--- src/rtl/uart_tx_pkg.sv ---
// Shared definitions for the memory-mapped UART transmitter: register offsets,
// STATUS bit positions and the transmit state encoding.
package uart_tx_pkg;

    // Word offsets within the 16-byte window (bus_addr[3:2]).
    localparam logic [1:0] TXDATA  = 2'd0;
    localparam logic [1:0] STATUS  = 2'd1;
    localparam logic [1:0] BAUDDIV = 2'd2;

    localparam int ST_FULL      = 0;
    localparam int ST_EMPTY     = 1;
    localparam int ST_BUSY      = 2;
    localparam int ST_OVF       = 3;
    localparam int ST_LEVEL_LSB = 8;

    typedef enum logic [1:0] {
        S_IDLE  = 2'd0,
        S_START = 2'd1,
        S_DATA  = 2'd2,
        S_STOP  = 2'd3
    } tx_state_t;

endpackage

--- src/rtl/tx_fifo.sv ---
// Synchronous byte FIFO feeding the transmitter; pointers carry one extra wrap
// bit so full and empty are told apart without a separate counter.
module tx_fifo #(
    parameter int WIDTH      = 8,
    parameter int FIFO_DEPTH = 8
) (
    input  logic                          i_clk,
    input  logic                          i_rst_n,
    input  logic                          i_push,
    input  logic                          i_pop,
    input  logic [WIDTH-1:0]              i_din,
    output logic [WIDTH-1:0]              o_dout,
    output logic                          o_full,
    output logic                          o_empty,
    output logic [$clog2(FIFO_DEPTH):0]   o_level
);

    localparam int AW = $clog2(FIFO_DEPTH);

    logic [WIDTH-1:0] r_mem [FIFO_DEPTH];
    logic [AW:0]      r_wr_ptr;
    logic [AW:0]      r_rd_ptr;
    logic             w_do_push;
    logic             w_do_pop;

    // Handshake: push is accepted only while !full, pop only while !empty;
    // a request that is not accepted has no effect, and both may fire on one edge.
    assign w_do_push = i_push && !o_full;
    assign w_do_pop  = i_pop && !o_empty;

    assign o_empty = (r_wr_ptr == r_rd_ptr);
    assign o_full  = (r_wr_ptr[AW] != r_rd_ptr[AW]) &&
                     (r_wr_ptr[AW-1:0] == r_rd_ptr[AW-1:0]);
    assign o_level = r_wr_ptr - r_rd_ptr;
    assign o_dout  = r_mem[r_rd_ptr[AW-1:0]];

    always_ff @(posedge i_clk or negedge i_rst_n) begin
        if (!i_rst_n) begin
            r_wr_ptr <= '0;
            r_rd_ptr <= '0;
        end else begin
            if (w_do_push) r_wr_ptr <= r_wr_ptr + 1'b1;
            if (w_do_pop)  r_rd_ptr <= r_rd_ptr + 1'b1;
        end
    end

    always_ff @(posedge i_clk) begin
        if (w_do_push) r_mem[r_wr_ptr[AW-1:0]] <= i_din;
    end

endmodule

--- src/rtl/uart_tx_mmio.sv ---
// Console transmitter on the data-memory port: window decode, TXDATA/STATUS/BAUDDIV
// registers, baud-period counter and the 8N1 transmit state machine.
module uart_tx_mmio
    import uart_tx_pkg::*;
#(
    parameter logic [31:0] BASE_ADDR   = 32'h8000_0000,
    parameter int          FIFO_DEPTH  = 8,
    parameter logic [15:0] DEFAULT_DIV = 16'd434
) (
    input  logic        i_clk,
    input  logic        i_rst_n,
    input  logic [31:0] i_bus_addr,
    input  logic [31:0] i_bus_wdata,
    input  logic [3:0]  i_bus_we,
    input  logic        i_bus_re,
    output logic [31:0] o_bus_rdata,
    output logic        o_tx,
    output logic [1:0]  o_dbg_state
);

    localparam int LW = $clog2(FIFO_DEPTH) + 1;

    logic            w_sel;
    logic [1:0]      w_off;
    logic            w_push;
    logic            w_ovf_clr;
    logic            w_pop;
    logic            w_fifo_full;
    logic            w_fifo_empty;
    logic [7:0]      w_fifo_dout;
    logic [LW-1:0]   w_fifo_level;
    logic [3:0]      w_level4;
    logic [15:0]     w_div_eff;
    logic            w_bit_end;
    logic [31:0]     w_status;
    logic            w_unused_ok;

    tx_state_t       r_state;
    tx_state_t       w_state_nx;
    logic            r_ovf;
    logic [15:0]     r_baud_div;
    logic [15:0]     r_baud_cnt;
    logic [15:0]     w_cnt_nx;
    logic [7:0]      r_shift;
    logic [7:0]      w_shift_nx;
    logic [2:0]      r_bit_idx;
    logic [2:0]      w_bit_idx_nx;
    logic            r_tx;
    logic            w_tx_nx;

    assign w_sel       = (i_bus_addr[31:4] == BASE_ADDR[31:4]);
    assign w_off       = i_bus_addr[3:2];
    assign w_push      = w_sel && (w_off == TXDATA) && i_bus_we[0];
    assign w_ovf_clr   = w_sel && (w_off == STATUS) && i_bus_we[0] && i_bus_wdata[ST_OVF];
    assign w_unused_ok = ^{i_bus_addr[1:0], i_bus_wdata[31:16], i_bus_we[3:2]};

    tx_fifo #(
        .WIDTH      (8),
        .FIFO_DEPTH (FIFO_DEPTH)
    ) u_fifo (
        .i_clk   (i_clk),
        .i_rst_n (i_rst_n),
        .i_push  (w_push),
        .i_pop   (w_pop),
        .i_din   (i_bus_wdata[7:0]),
        .o_dout  (w_fifo_dout),
        .o_full  (w_fifo_full),
        .o_empty (w_fifo_empty),
        .o_level (w_fifo_level)
    );

    always_ff @(posedge i_clk or negedge i_rst_n) begin
        if (!i_rst_n) begin
            r_ovf      <= 1'b0;
            r_baud_div <= DEFAULT_DIV;
        end else begin
            // Full is the pre-edge state, so a same-edge pop does not rescue the byte.
            if (w_push && w_fifo_full) r_ovf <= 1'b1;
            else if (w_ovf_clr)        r_ovf <= 1'b0;
            if (w_sel && (w_off == BAUDDIV)) begin
                if (i_bus_we[0]) r_baud_div[7:0]  <= i_bus_wdata[7:0];
                if (i_bus_we[1]) r_baud_div[15:8] <= i_bus_wdata[15:8];
            end
        end
    end

    assign w_div_eff = (r_baud_div == 16'd0) ? 16'd1 : r_baud_div;
    assign w_bit_end = (r_baud_cnt == 16'd1);

    always_ff @(posedge i_clk or negedge i_rst_n) begin
        if (!i_rst_n) begin
            r_state    <= S_IDLE;
            r_baud_cnt <= '0;
            r_shift    <= '0;
            r_bit_idx  <= '0;
            r_tx       <= 1'b1;
        end else begin
            r_state    <= w_state_nx;
            r_baud_cnt <= w_cnt_nx;
            r_shift    <= w_shift_nx;
            r_bit_idx  <= w_bit_idx_nx;
            r_tx       <= w_tx_nx;
        end
    end

    // Each bit start reloads the counter, so a divisor change lands on the next bit.
    always_comb begin
        w_state_nx   = r_state;
        w_pop        = 1'b0;
        w_tx_nx      = r_tx;
        w_shift_nx   = r_shift;
        w_bit_idx_nx = r_bit_idx;
        w_cnt_nx     = r_baud_cnt;
        case (r_state)
            S_IDLE: begin
                if (!w_fifo_empty) begin
                    w_pop      = 1'b1;
                    w_state_nx = S_START;
                    w_shift_nx = w_fifo_dout;
                    w_tx_nx    = 1'b0;
                    w_cnt_nx   = w_div_eff;
                end
            end
            S_START: begin
                if (w_bit_end) begin
                    w_state_nx   = S_DATA;
                    w_tx_nx      = r_shift[0];
                    w_bit_idx_nx = 3'd0;
                    w_cnt_nx     = w_div_eff;
                end else begin
                    w_cnt_nx = r_baud_cnt - 16'd1;
                end
            end
            S_DATA: begin
                if (w_bit_end) begin
                    w_cnt_nx = w_div_eff;
                    if (r_bit_idx == 3'd7) begin
                        w_state_nx = S_STOP;
                        w_tx_nx    = 1'b1;
                    end else begin
                        w_shift_nx   = {1'b0, r_shift[7:1]};
                        w_tx_nx      = r_shift[1];
                        w_bit_idx_nx = r_bit_idx + 3'd1;
                    end
                end else begin
                    w_cnt_nx = r_baud_cnt - 16'd1;
                end
            end
            S_STOP: begin
                if (w_bit_end) begin
                    if (!w_fifo_empty) begin
                        w_pop      = 1'b1;
                        w_state_nx = S_START;
                        w_shift_nx = w_fifo_dout;
                        w_tx_nx    = 1'b0;
                        w_cnt_nx   = w_div_eff;
                    end else begin
                        w_state_nx = S_IDLE;
                        w_cnt_nx   = 16'd0;
                    end
                end else begin
                    w_cnt_nx = r_baud_cnt - 16'd1;
                end
            end
            default: w_state_nx = S_IDLE;
        endcase
    end

    assign w_level4 = 4'(w_fifo_level);

    always_comb begin
        w_status                        = '0;
        w_status[ST_FULL]               = w_fifo_full;
        w_status[ST_EMPTY]              = w_fifo_empty;
        w_status[ST_BUSY]               = (r_state != S_IDLE);
        w_status[ST_OVF]                = r_ovf;
        w_status[ST_LEVEL_LSB +: 4]     = w_level4;
    end

    always_comb begin
        o_bus_rdata = '0;
        if (i_rst_n && w_sel && i_bus_re) begin
            case (w_off)
                STATUS:  o_bus_rdata = w_status;
                BAUDDIV: o_bus_rdata = {16'd0, r_baud_div};
                default: o_bus_rdata = '0;
            endcase
        end
    end

    assign o_tx        = r_tx;
    assign o_dbg_state = r_state;

endmodule

--- config.mk ---
export PLATFORM = sky130hd
export DESIGN_NAME = uart_tx_mmio
export DESIGN_NICKNAME = d
export VERILOG_FILES = /design/src/rtl/uart_tx_pkg.sv /design/src/rtl/tx_fifo.sv /design/src/rtl/uart_tx_mmio.sv
export SDC_FILE = /design/constraint.sdc
export NUM_CORES = 1
export LEC_CHECK = 0
export ABC_CLOCK_PERIOD_IN_PS = 3600
export BUFFER_PORTS_ARGS = -buffer_cell sky130_fd_sc_hd__buf_2
export CORE_UTILIZATION = 47
export DETAILED_ROUTE_END_ITERATION = 7
export GPL_TIMING_DRIVEN = 0
export PLACE_DENSITY = 0.8
export RECOVER_POWER = 25
export SETUP_SLACK_MARGIN = 0.05
export SLEW_MARGIN = 5
export SYNTH_ARGS = -nofsm -noshare
export SYNTH_HDL_FRONTEND = slang
export SYNTH_HIERARCHICAL = 1
export SYNTH_SLANG_ARGS = --single-unit
--- constraint.sdc ---
create_clock -name i_clk -period 3.6 [get_ports i_clk]
set_clock_uncertainty 0.05 [all_clocks]
set_input_delay 0.18 -clock i_clk [delete_from_list [all_inputs] [get_ports i_clk]]
set_output_delay 0.18 -clock i_clk [all_outputs]
set_load 0.005 [all_outputs]
==> results.cfg, run 1 <==
[status]
outcome = finished clean

[route]
detail_route.drc_violations = 0
route.vias.total = 4410
average_detailed_routed_wire_length_per_instance_um = 18.7
drtPass1Iterations = 6
drt-total-wl_um = 14200
drt.antenna.violating_nets = 0
detailedRoute.firstIterationViolations = 421
routed_via_density = 5.80

[cts]
clock_tree.htree_level_count = 4
cts.repair_timing.setup_buffer_count = 0
clk_sink_count = 119
clkTransAtPathRegs_ns = 0.05
cts_root_buf = sky130_fd_sc_hd__clkbuf_16
cts-root-to-sink-buffers = 2
cts_inserted_buffers = 17
worstSkewPairLatency_ns = 0.41
cts_tree = done

[floorplanning]
die_area_sq_um = 13200
pin_count = 106
initial_utilization = 0.489
fp.dieW_um = 115
dieHeight_um = 115
core-area_sq_um = 12200
placementRows = 40

[power_and_ir_drop]
design_power_total_mw = 3.01
worst_ir_drop_vdd_mv = 0.295
power.density_nw_per_um2 = 417
power.static_leakage_nw = 3.11

[synthesis]
postSynthAreaPerCell_sq_um = 12.8
synth_seq_cells = 119
synthCells = 466
synth-seq-area-share = 0.554
number_of_enable_type_register_cells_in_the_synthesized_netlist = 64
post_synth_instance_area_sq_um = 5970
number_of_warnings_issued_by_yosys = 6
postSynth.topFlopCell = sky130_fd_sc_hd__edfxtp_1
post_synth_num_cell_types = 67
synth_async_sr_flop_share = 0.462

[placement]
dp_worst_setup_slack_ns = 0.0512
finalWeightedCongestion = 0.883
placed_cell_area_sq_um = 6600
portBuffers = 69
detailed_place_hpwl_um = 9570

[global_route]
grt_antenna_before_repair = 0
grt_pass1_wl_um = 22300
overflow = 0
first_global_vias = 4325
grtUsageTotal = 0.232
grt_max_degree = 58

[cells_and_area]
nNetsFinal = 667
drive_gt1_frac = 0.314
filler_cell_count_in_the_final_layout = 953
final-seq-area_sq_um = 3310
finalInstanceArea_sq_um = 7210
multiInputGateArea_sq_um = 2430
flow.area_growth_from_synthesis_pct = 20.7
num_antenna_cells = 0
finalCoreUtilization = 0.590

[sta]
setup_repair_after_global_routing_missed_its_margin = false
setup_ws_ns = 0.242
final_number_of_setup_violating_endpoints = 0
setup_total_negative_slack_ns = 0
timing.slew.headroom = 0.0606
layout_worst_path_cycle_share = 0.933
max_freq_mhz = 298
worstMarginPinSlew_ns = 1.40
final_slew_viol_count = 0
final-hold-violation-count = 0
period_needed_ns = 3.36

[worst_setup_path]
cp-end-kind = register
arrival_time_at_the_worst_endpoint_ns = 3.32
timing.critical_path.required_ns = 3.56
path_class = reg2reg
worstSetupStartpoint = u_fifo/r_rd_ptr[1]
timing.rr.start = u_fifo/r_rd_ptr[1]
worstSetupEndpoint = u_fifo/r_mem[4][4]
worst_r2r_path_depth = 7
critPathMaxFanout = 10
setup.worst_path.start_class = register
r2r-end = u_fifo/r_mem[4][4]
setup.reg_to_reg.worst_slack_ns = 0.24

[flow_run]
maxCapViolCount = 0

[hold_path]
min-delay-path-class = in2reg
==> synth_stat cells, types with 2 or more instances <==
library cell	number	area share
sky130_fd_sc_hd__edfxtp_1	64	0.32
sky130_fd_sc_hd__dfrtp_1	49	0.21
sky130_fd_sc_hd__nand2_1	40	0.025
sky130_fd_sc_hd__mux2_2	33	0.062
sky130_fd_sc_hd__nor2_1	26	0.016
sky130_fd_sc_hd__inv_1	22	0.014
sky130_fd_sc_hd__o21ai_0	19	0.016
sky130_fd_sc_hd__buf_4	16	0.020
sky130_fd_sc_hd__ha_1	16	0.034
sky130_fd_sc_hd__mux4_2	15	0.057
sky130_fd_sc_hd__nor4_1	15	0.016
sky130_fd_sc_hd__nor3_1	11	0.0092
sky130_fd_sc_hd__nand3_1	10	0.0084
sky130_fd_sc_hd__and2_1	9	0.0094
sky130_fd_sc_hd__a22oi_1	8	0.010
sky130_fd_sc_hd__a22o_1	7	0.010
sky130_fd_sc_hd__clkbuf_1	7	0.0044
sky130_fd_sc_hd__xnor2_1	7	0.010
sky130_fd_sc_hd__dfstp_2	6	0.026
sky130_fd_sc_hd__a21oi_1	5	0.0042
sky130_fd_sc_hd__a221o_1	5	0.0084
sky130_fd_sc_hd__a32oi_1	5	0.0073
sky130_fd_sc_hd__and3_1	5	0.0052
sky130_fd_sc_hd__buf_2	5	0.0042
sky130_fd_sc_hd__nand4_1	5	0.0052
sky130_fd_sc_hd__a21o_1	4	0.0050
sky130_fd_sc_hd__xor2_1	4	0.0059
sky130_fd_sc_hd__o32ai_1	3	0.0044
sky130_fd_sc_hd__a32o_1	2	0.0034
sky130_fd_sc_hd__and4_1	2	0.0029
sky130_fd_sc_hd__nor3b_1	2	0.0025
sky130_fd_sc_hd__o221ai_1	2	0.0029
sky130_fd_sc_hd__o41ai_1	2	0.0029
sky130_fd_sc_hd__or3_1	2	0.0021
==> layer usage <==
metal / share of wire / GRT usage / up-vias
met1: 0.39 / 0.269 / 2139
met3: 0.081 / 0.0662 / 41
met4: 0.027 / 0.107 / 0
li1: - / - / 1965
met2: 0.51 / 0.399 / 265
met5: 0 / 0 / -
==> layout by cell type, fill, tap and decap left out, types with 6 or more instances in the layout <==
cell type / n
sky130_fd_sc_hd__a22o_1: 7
sky130_fd_sc_hd__a22oi_1: 8
sky130_fd_sc_hd__and2_1: 9
sky130_fd_sc_hd__buf_2: 65
sky130_fd_sc_hd__buf_4: 18
sky130_fd_sc_hd__clkbuf_1: 15
sky130_fd_sc_hd__clkbuf_16: 17
sky130_fd_sc_hd__conb_1: 16
sky130_fd_sc_hd__dfrtp_1: 49
sky130_fd_sc_hd__dfstp_2: 6
sky130_fd_sc_hd__dlygate4sd3_1: 9
sky130_fd_sc_hd__edfxtp_1: 64
sky130_fd_sc_hd__ha_1: 16
sky130_fd_sc_hd__inv_1: 22
sky130_fd_sc_hd__mux2_2: 33
sky130_fd_sc_hd__mux4_2: 15
sky130_fd_sc_hd__nand2_1: 40
sky130_fd_sc_hd__nand3_1: 10
sky130_fd_sc_hd__nor2_1: 26
sky130_fd_sc_hd__nor3_1: 11
sky130_fd_sc_hd__nor4_1: 14
sky130_fd_sc_hd__o21ai_0: 18
sky130_fd_sc_hd__xnor2_1: 7
==> registers in the layout, summed over array words and instances, names as in the netlist <==
name             flops
u_fifo/r_wr_ptr      4
r_baud_cnt          16
u_fifo/r_mem        64
r_ovf                1
r_baud_div          16
u_fifo/r_rd_ptr      4
r_bit_idx            3
o_dbg_state          2
o_tx                 1
r_shift              8
==> cell type report <==
| class | count | share of cell area |
|---|---|---|
| clock buffers | 19 | 0.0615 |
| multi-input cells | 307 | 0.337 |
| clock inverters | 13 | 0.0116 |
| repair buffers | 79 | 0.0604 |
| plain buffers | 32 | 0.0295 |
| well taps | 168 | 0.0292 |
| inverters | 23 | 0.0120 |
| flip-flops and latches | 119 | 0.459 |
==> cells by family after synthesis <==
kind of cell               Yosys count  synth area share
xor gates and xnor gates            12            0.0189
buffers and inverters               55            0.0499
and+or+nand+nor                    138             0.120
adders and majority gates           17            0.0369
muxes                               51             0.127
AOI/OAI and AO/OA                   73            0.0922
other                                1          0.000628
DFF                                119             0.554
==> power breakdown <==
group          switching, mW  total (mW)  internal (mW)
registers         0.00000773        1.44           1.44
logic                 0.0461      0.0845         0.0384
clock network          0.595        1.48          0.886
==> worst min path at each step <==
stage | startpoint | to | slack [ns] | cells after the start
after CTS | i_bus_wdata[7] | u_fifo/r_mem[1][7] | 0.01 | 1
final | i_bus_we[0] | r_ovf | 0.08 | 3
after global routing | i_bus_we[0] | r_ovf | 0.06 | 3
after detailed placement | i_bus_wdata[12] | r_baud_div[12] | 0.36 | 2
after floorplan | i_rst_n | o_dbg_state[0] | -0.17 | 0
after global placement | i_bus_wdata[12] | r_baud_div[12] | 0.36 | 2
==> through the flow <==
stage                     std cells  hold WS [ns]
after CTS                       759        0.0133
after floorplan                 481        -0.166
final                           760        0.0764
after detailed placement        719         0.365
after global placement          718         0.362
after global routing            760        0.0606
==> critical path: stages, from the launching register on <==
cell and delay (ns):
sky130_fd_sc_hd__dfrtp_1 0.39, sky130_fd_sc_hd__buf_2 0.29, sky130_fd_sc_hd__buf_2 0.33, sky130_fd_sc_hd__inv_1 0.09, sky130_fd_sc_hd__ha_1 0.30, sky130_fd_sc_hd__nand3_1 0.26, sky130_fd_sc_hd__o211ai_2 0.16, sky130_fd_sc_hd__nor3_1 1.08
==> what timing repair did <==
item	CTS	global route
hold endpoints to repair	8	49
resized for setup	1	2
endpoints found under the setup margin	5	15
hold buffers	8	1
No activity file was read; power rests on OpenSTA's default activity.
==> inputs of run 2 (changes only) <==
--- a/config.mk
+++ b/config.mk
@@ -7,10 +7,12 @@
 export LEC_CHECK = 0
 export ABC_CLOCK_PERIOD_IN_PS = 3600
 export BUFFER_PORTS_ARGS = -buffer_cell sky130_fd_sc_hd__buf_2
-export CORE_UTILIZATION = 47
+export CELL_PAD_IN_SITES_DETAIL_PLACEMENT = 1
+export CELL_PAD_IN_SITES_GLOBAL_PLACEMENT = 1
+export CORE_UTILIZATION = 45
 export DETAILED_ROUTE_END_ITERATION = 7
 export GPL_TIMING_DRIVEN = 0
-export PLACE_DENSITY = 0.8
+export PLACE_DENSITY_LB_ADDON = 0.08
 export RECOVER_POWER = 25
 export SETUP_SLACK_MARGIN = 0.05
 export SLEW_MARGIN = 5
==> results.cfg, run 2 (same netlist as run 1, synthesis figures left out) <==
[status]
outcome = finished clean

[cts]
cts-root-to-sink-buffers = 2
cts_inserted_buffers = 17
clk_sink_count = 119
clock_tree.htree_level_count = 4
worstSkewPairLatency_ns = 0.42
cts_root_buf = sky130_fd_sc_hd__clkbuf_16
cts.repair_timing.setup_buffer_count = 0
cts_tree = done
clkTransAtPathRegs_ns = 0.06

[placement]
placed_cell_area_sq_um = 6600
finalWeightedCongestion = 0.852
dp_worst_setup_slack_ns = -0.0286
portBuffers = 69
detailed_place_hpwl_um = 10600

[cells_and_area]
commonest_cells_after_routing_fill_and_taps_aside = sky130_fd_sc_hd__buf_2, sky130_fd_sc_hd__edfxtp_1, sky130_fd_sc_hd__dfrtp_1
multiInputGateArea_sq_um = 2450
finalInstanceArea_sq_um = 7300
num_antenna_cells = 0
nNetsFinal = 667
commonest_non_fill_non_tap_cell_in_the_layout = sky130_fd_sc_hd__buf_2
finalCoreUtilization = 0.571
drive_gt1_frac = 0.323
filler_cell_count_in_the_final_layout = 1335
max_ffs_per_register = 64
flow.area_growth_from_synthesis_pct = 22.3
final-seq-area_sq_um = 3310

[route]
detail_route.drc_violations = 0
average_detailed_routed_wire_length_per_instance_um = 19.6
route.vias.total = 4252
routed_via_density = 5.57
detailedRoute.firstIterationViolations = 290
drtPass1Iterations = 4
drt.antenna.violating_nets = 0
drt-total-wl_um = 14900

[worst_setup_path]
critPathMaxFanout = 10
arrival_time_at_the_worst_endpoint_ns = 3.54
path_class = reg2reg
timing.rr.start = u_fifo/r_rd_ptr[1]
setup.worst_path.start_class = register
setup.reg_to_reg.worst_slack_ns = 0.30
r2r-end = r_baud_cnt[4]
worst_r2r_path_depth = 10
cp-end-kind = register
timing.critical_path.required_ns = 3.85

[power_and_ir_drop]
pwr-share-comb = 0.026
net-switching-power_uw = 692
seq_power_share = 0.449
power.density_nw_per_um2 = 439
worst_ir_drop_vdd_mv = 0.319
switch_share = 0.216
clock_network_fraction_of_total_power = 0.525
cell_internal_pwr_mw = 2.51
power.static_leakage_nw = 3.15

[sta]
layout_worst_path_cycle_share = 0.915
post_route_worst_hold_slack_ns = 0.0698
max_freq_mhz = 303
worstMarginPinSlew_ns = 0.849
period_needed_ns = 3.30
final_slew_viol_count = 0
setup_ws_ns = 0.304
final_number_of_setup_violating_endpoints = 0
timing.slew.headroom = 0.432
setup_repair_after_global_routing_missed_its_margin = false
final-hold-violation-count = 0

[flow_run]
maxCapViolCount = 0

[global_route]
first_global_vias = 4620
overflow = 0
grtUsageTotal = 0.242
grt_pass1_wl_um = 24100
grt_max_degree = 58
grt_antenna_before_repair = 0

[hold_path]
hold_end = r_ovf
hold_depth = 3
hold_path_startpoint = i_bus_we[0]
min-delay-path-class = in2reg

[floorplanning]
die_area_sq_um = 13700
placementRows = 41
initial_utilization = 0.467
fp.dieW_um = 117
core-area_sq_um = 12800
dieHeight_um = 117
pin_count = 106
[run 2: how the worst max path moves through the flow]
stage | start | end | slack [ns] | cells after the start
after floorplan | u_fifo/r_rd_ptr[1] | u_fifo/r_mem[0][0] | 0.86 | 7
after global placement | u_fifo/r_rd_ptr[1] | u_fifo/r_mem[0][4] | -0.01 | 7
after detailed placement | u_fifo/r_rd_ptr[1] | r_baud_cnt[4] | -0.03 | 10
after CTS | u_fifo/r_rd_ptr[1] | u_fifo/r_mem[1][5] | 0.08 | 7
after global routing | u_fifo/r_rd_ptr[1] | r_baud_cnt[14] | 0.1 | 11
final | u_fifo/r_rd_ptr[1] | r_baud_cnt[4] | 0.30 | 10
[run 2: power groups by stage]
stage | clock network [mW] | registers, mW | logic, mW
2_1_floorplan | 0 | 1.47 | 0.0230
3_3_place_gp | 0 | 1.46 | 0.0752
3_5_place_dp | 0 | 1.46 | 0.0779
4_1_cts | 1.71 | 1.44 | 0.0856
5_1_grt | 1.76 | 1.44 | 0.0960
6_report | 1.68 | 1.44 | 0.0837
[run 2: layout make-up]
class	instances	share of cell area
multi-input cells	307	0.336
plain buffers	32	0.0291
flip-flops and latches	119	0.453
clock inverters	14	0.0226
clock buffers	18	0.0588
well taps	172	0.0295
repair buffers	79	0.0597
inverters	23	0.0118
[run 2: timing repair]
item | in CTS | in global routing
endpoints found under the hold margin | 57 | 0
hold buffers | 9 | 0
setup endpoints to repair | 6 | 11
pin swaps | 0 | 0
gates resized for setup | 1 | 2
[run 2: critical path, cell delays in order, from the launching register on]
cell	delay, ns
sky130_fd_sc_hd__dfrtp_1	0.39
sky130_fd_sc_hd__buf_2	0.29
sky130_fd_sc_hd__buf_2	0.36
sky130_fd_sc_hd__inv_1	0.09
sky130_fd_sc_hd__ha_1	0.30
sky130_fd_sc_hd__nand3_1	0.26
sky130_fd_sc_hd__nor2_1	0.19
sky130_fd_sc_hd__clkbuf_2	0.28
sky130_fd_sc_hd__o21ai_1	0.26
sky130_fd_sc_hd__o211a_1	0.30
sky130_fd_sc_hd__a221o_1	0.39
[run 2: routing by layer]
metal	global-route usage	vias up	share of wire
met3	0.0556	11	0.046
met2	0.394	118	0.49
met5	0	-	0
li1	-	1960	-
met4	0.0641	0	0.0068
met1	0.328	2163	0.46
[run 2: metrics by stage]
stage	TNS [ns]	power [mW]	instances
floorplan	0	1.49	481
global placement	-0.0961	1.54	722
detailed placement	-0.0565	1.54	723
CTS	0	3.23	764
global route	0	3.30	764
finish	0	3.20	764
==> inputs of run 3 (changes only) <==
--- a/config.mk
+++ b/config.mk
@@ -9,6 +9,7 @@
 export BUFFER_PORTS_ARGS = -buffer_cell sky130_fd_sc_hd__buf_2
 export CELL_PAD_IN_SITES_DETAIL_PLACEMENT = 1
 export CELL_PAD_IN_SITES_GLOBAL_PLACEMENT = 1
+export CORE_MARGIN = 2
 export CORE_UTILIZATION = 45
 export DETAILED_ROUTE_END_ITERATION = 7
 export GPL_TIMING_DRIVEN = 0
@@ -18,5 +19,4 @@
 export SLEW_MARGIN = 5
 export SYNTH_ARGS = -nofsm -noshare
 export SYNTH_HDL_FRONTEND = slang
-export SYNTH_HIERARCHICAL = 1
 export SYNTH_SLANG_ARGS = --single-unit
==> results.cfg, run 3 <==
[floorplanning]
initial_utilization = 0.456
dieHeight_um = 119
core-area_sq_um = 13100
placementRows = 42
fp.dieW_um = 119
die_area_sq_um = 14300
pin_count = 106

[route]
drt-total-wl_um = 15900
route.vias.total = 4401
detail_route.drc_violations = 0
drtPass1Iterations = 4
detailedRoute.firstIterationViolations = 241
drt.antenna.violating_nets = 0
routed_via_density = 5.64
average_detailed_routed_wire_length_per_instance_um = 20.3

[cells_and_area]
num_antenna_cells = 0
finalInstanceArea_sq_um = 7410
commonest_non_fill_non_tap_cell_in_the_layout = sky130_fd_sc_hd__buf_2
nNetsFinal = 680
flow.area_growth_from_synthesis_pct = 23.7
commonest_cells_after_routing_fill_and_taps_aside = sky130_fd_sc_hd__buf_2, sky130_fd_sc_hd__edfxtp_1, sky130_fd_sc_hd__dfrtp_1
filler_cell_count_in_the_final_layout = 1369
finalCoreUtilization = 0.564
max_ffs_per_register = 64
drive_gt1_frac = 0.327

[synthesis]
synth-seq-area-share = 0.552
synth_most_common_cell = sky130_fd_sc_hd__edfxtp_1
postSynthAreaPerCell_sq_um = 12.6
post_synth_instance_area_sq_um = 5990
number_of_warnings_issued_by_yosys = 0
number_of_enable_type_register_cells_in_the_synthesized_netlist = 64
post-synth-top-area-fraction = 0.321
post_synth_num_cell_types = 67
synth_seq_cells = 119
synth.top_cells.by_area = sky130_fd_sc_hd__edfxtp_1, sky130_fd_sc_hd__dfrtp_1, sky130_fd_sc_hd__mux4_2, sky130_fd_sc_hd__mux2_2, sky130_fd_sc_hd__ha_1
postSynth.topFlopCell = sky130_fd_sc_hd__edfxtp_1
synth.cells.most_frequent = sky130_fd_sc_hd__edfxtp_1, sky130_fd_sc_hd__dfrtp_1, sky130_fd_sc_hd__o21ai_0
synthCells = 476
synth_async_sr_flop_share = 0.462
synth_top_cell_by_area = sky130_fd_sc_hd__edfxtp_1

[cts]
worstSkewPairLatency_ns = 0.43
clk_sink_count = 119
cts_tree = done
clkTransAtPathRegs_ns = 0.06
cts_root_buf = sky130_fd_sc_hd__clkbuf_16
cts_inserted_buffers = 17
clock_tree.htree_level_count = 4
cts-root-to-sink-buffers = 2

[worst_setup_path]
critical_path.top_delay_family = buffers and inverters
cp-end-kind = register
worst_path_max_delay_cell = sky130_fd_sc_hd__dfrtp_1
setup.worst_path.start_class = register
path_class = reg2reg
timing.critical_path.required_ns = 3.68
critical_path.n_buffers_inverters = 5
arrival_time_at_the_worst_endpoint_ns = 3.42
crit_path_cell_trace = buf_2 -> clkbuf_4 -> inv_1 -> ha_1 -> nand3_1 -> o21ai_0 -> nor4_4 -> buf_4 -> nand2_1 -> nor3_4 -> buf_12
critPathMaxFanout = 10
timing.critical_path.slowest_cell_delay_ns = 0.41

[power_and_ir_drop]
worst_ir_drop_vdd_mv = 0.354
power.static_leakage_nw = 3.11
design_power_total_mw = 3.37
power.density_nw_per_um2 = 455

[hold_path]
min-delay-path-class = in2reg

[global_route]
overflow = 0
grt_antenna_before_repair = 0
grt_max_degree = 58
grtUsageTotal = 0.239
first_global_vias = 4755
grt_pass1_wl_um = 25600

[sta]
post_route_worst_hold_slack_ns = 0.122
layout_worst_path_cycle_share = 0.926
setup_repair_after_global_routing_missed_its_margin = false
max_freq_mhz = 300
timing.slew.headroom = 0.488
worstMarginPinSlew_ns = 0.768
final_slew_viol_count = 0
final_number_of_setup_violating_endpoints = 0
period_needed_ns = 3.33
final-hold-violation-count = 0

[status]
outcome = finished clean

[placement]
portBuffers = 69
detailed_place_hpwl_um = 11300
finalWeightedCongestion = 0.855
placed_cell_area_sq_um = 6630

[flow_run]
maxCapViolCount = 0
-- run 3: routing by layer --
layer | track usage | part of all wire | vias to the layer above
li1 | - | - | 2029
met5 | 0 | 0 | -
met2 | 0.389 | 0.49 | 128
met1 | 0.323 | 0.44 | 2227
met4 | 0.0537 | 0.011 | 0
met3 | 0.0642 | 0.063 | 17
-- run 3: per-stage QoR --
step	TNS, ns	worst slack, ns	instances
floorplan	0	0.284	491
global placement	-52.49	-1.17	736
detailed placement	-52.54	-0.833	736
CTS	0	0.0869	780
global route	0	0.0764	781
finish	0	0.265	781
-- run 3: worst paths after layout --
check	slack [ns]	depth (start not counted)	endpoint	startpoint
setup / recovery	0.27	11	u_fifo.r_mem[1][4]	u_fifo.r_rd_ptr[1]
hold / removal	0.12	1	u_fifo.r_mem[0][1]	i_bus_wdata[1]
setup reg to reg	0.27	11	u_fifo.r_mem[1][4]	u_fifo.r_rd_ptr[1]
hold reg to reg	0.45	1	r_ovf	r_ovf
max in group asynchronous	2.67	2	r_baud_div[9]	i_rst_n
min in group asynchronous	0.30	2	r_shift[3]	i_rst_n
-- run 3: cells by family after synthesis --
logic type | Yosys count | share of synthesized area
buffers and inverters | 55 | 0.0497
xor gates and xnor gates | 9 | 0.0132
other | 1 | 0.000626
adders and majority gates | 17 | 0.0368
muxes | 50 | 0.122
DFF | 119 | 0.552
AOI/OAI and AO/OA | 90 | 0.100
and+or+nand+nor | 135 | 0.125
-- run 3: layout make-up --
type | instances | area, sq um | area share
Tap cell | 176 | 220 | 0.0297
Timing Repair Buffer | 82 | 483 | 0.0652
Inverter | 17 | 67.6 | 0.00912
Buffer | 38 | 241 | 0.0326
Clock buffer | 17 | 425 | 0.0574
Multi-Input combinational cell | 317 | 2520 | 0.340
Sequential cell | 119 | 3310 | 0.446
Clock inverter | 15 | 146 | 0.0198
-- run 3: where the power goes --
group	internal, mW	leakage [nW]	switching, mW
Combinational	0.106	1.54	0.102
Clock	0.922	0.279	0.723
Sequential	1.49	1.28	0.0296
Total	2.51	3.11	0.854
-- run 3: repair_timing --
item | in CTS | in global routing
buffers inserted | 3 | 1
endpoints found under the setup margin | 81 | 76
resized for setup | 15 | 11
hold endpoints to repair | 57 | 0
hold buffers | 9 | 0
pin swaps | 2 | 1
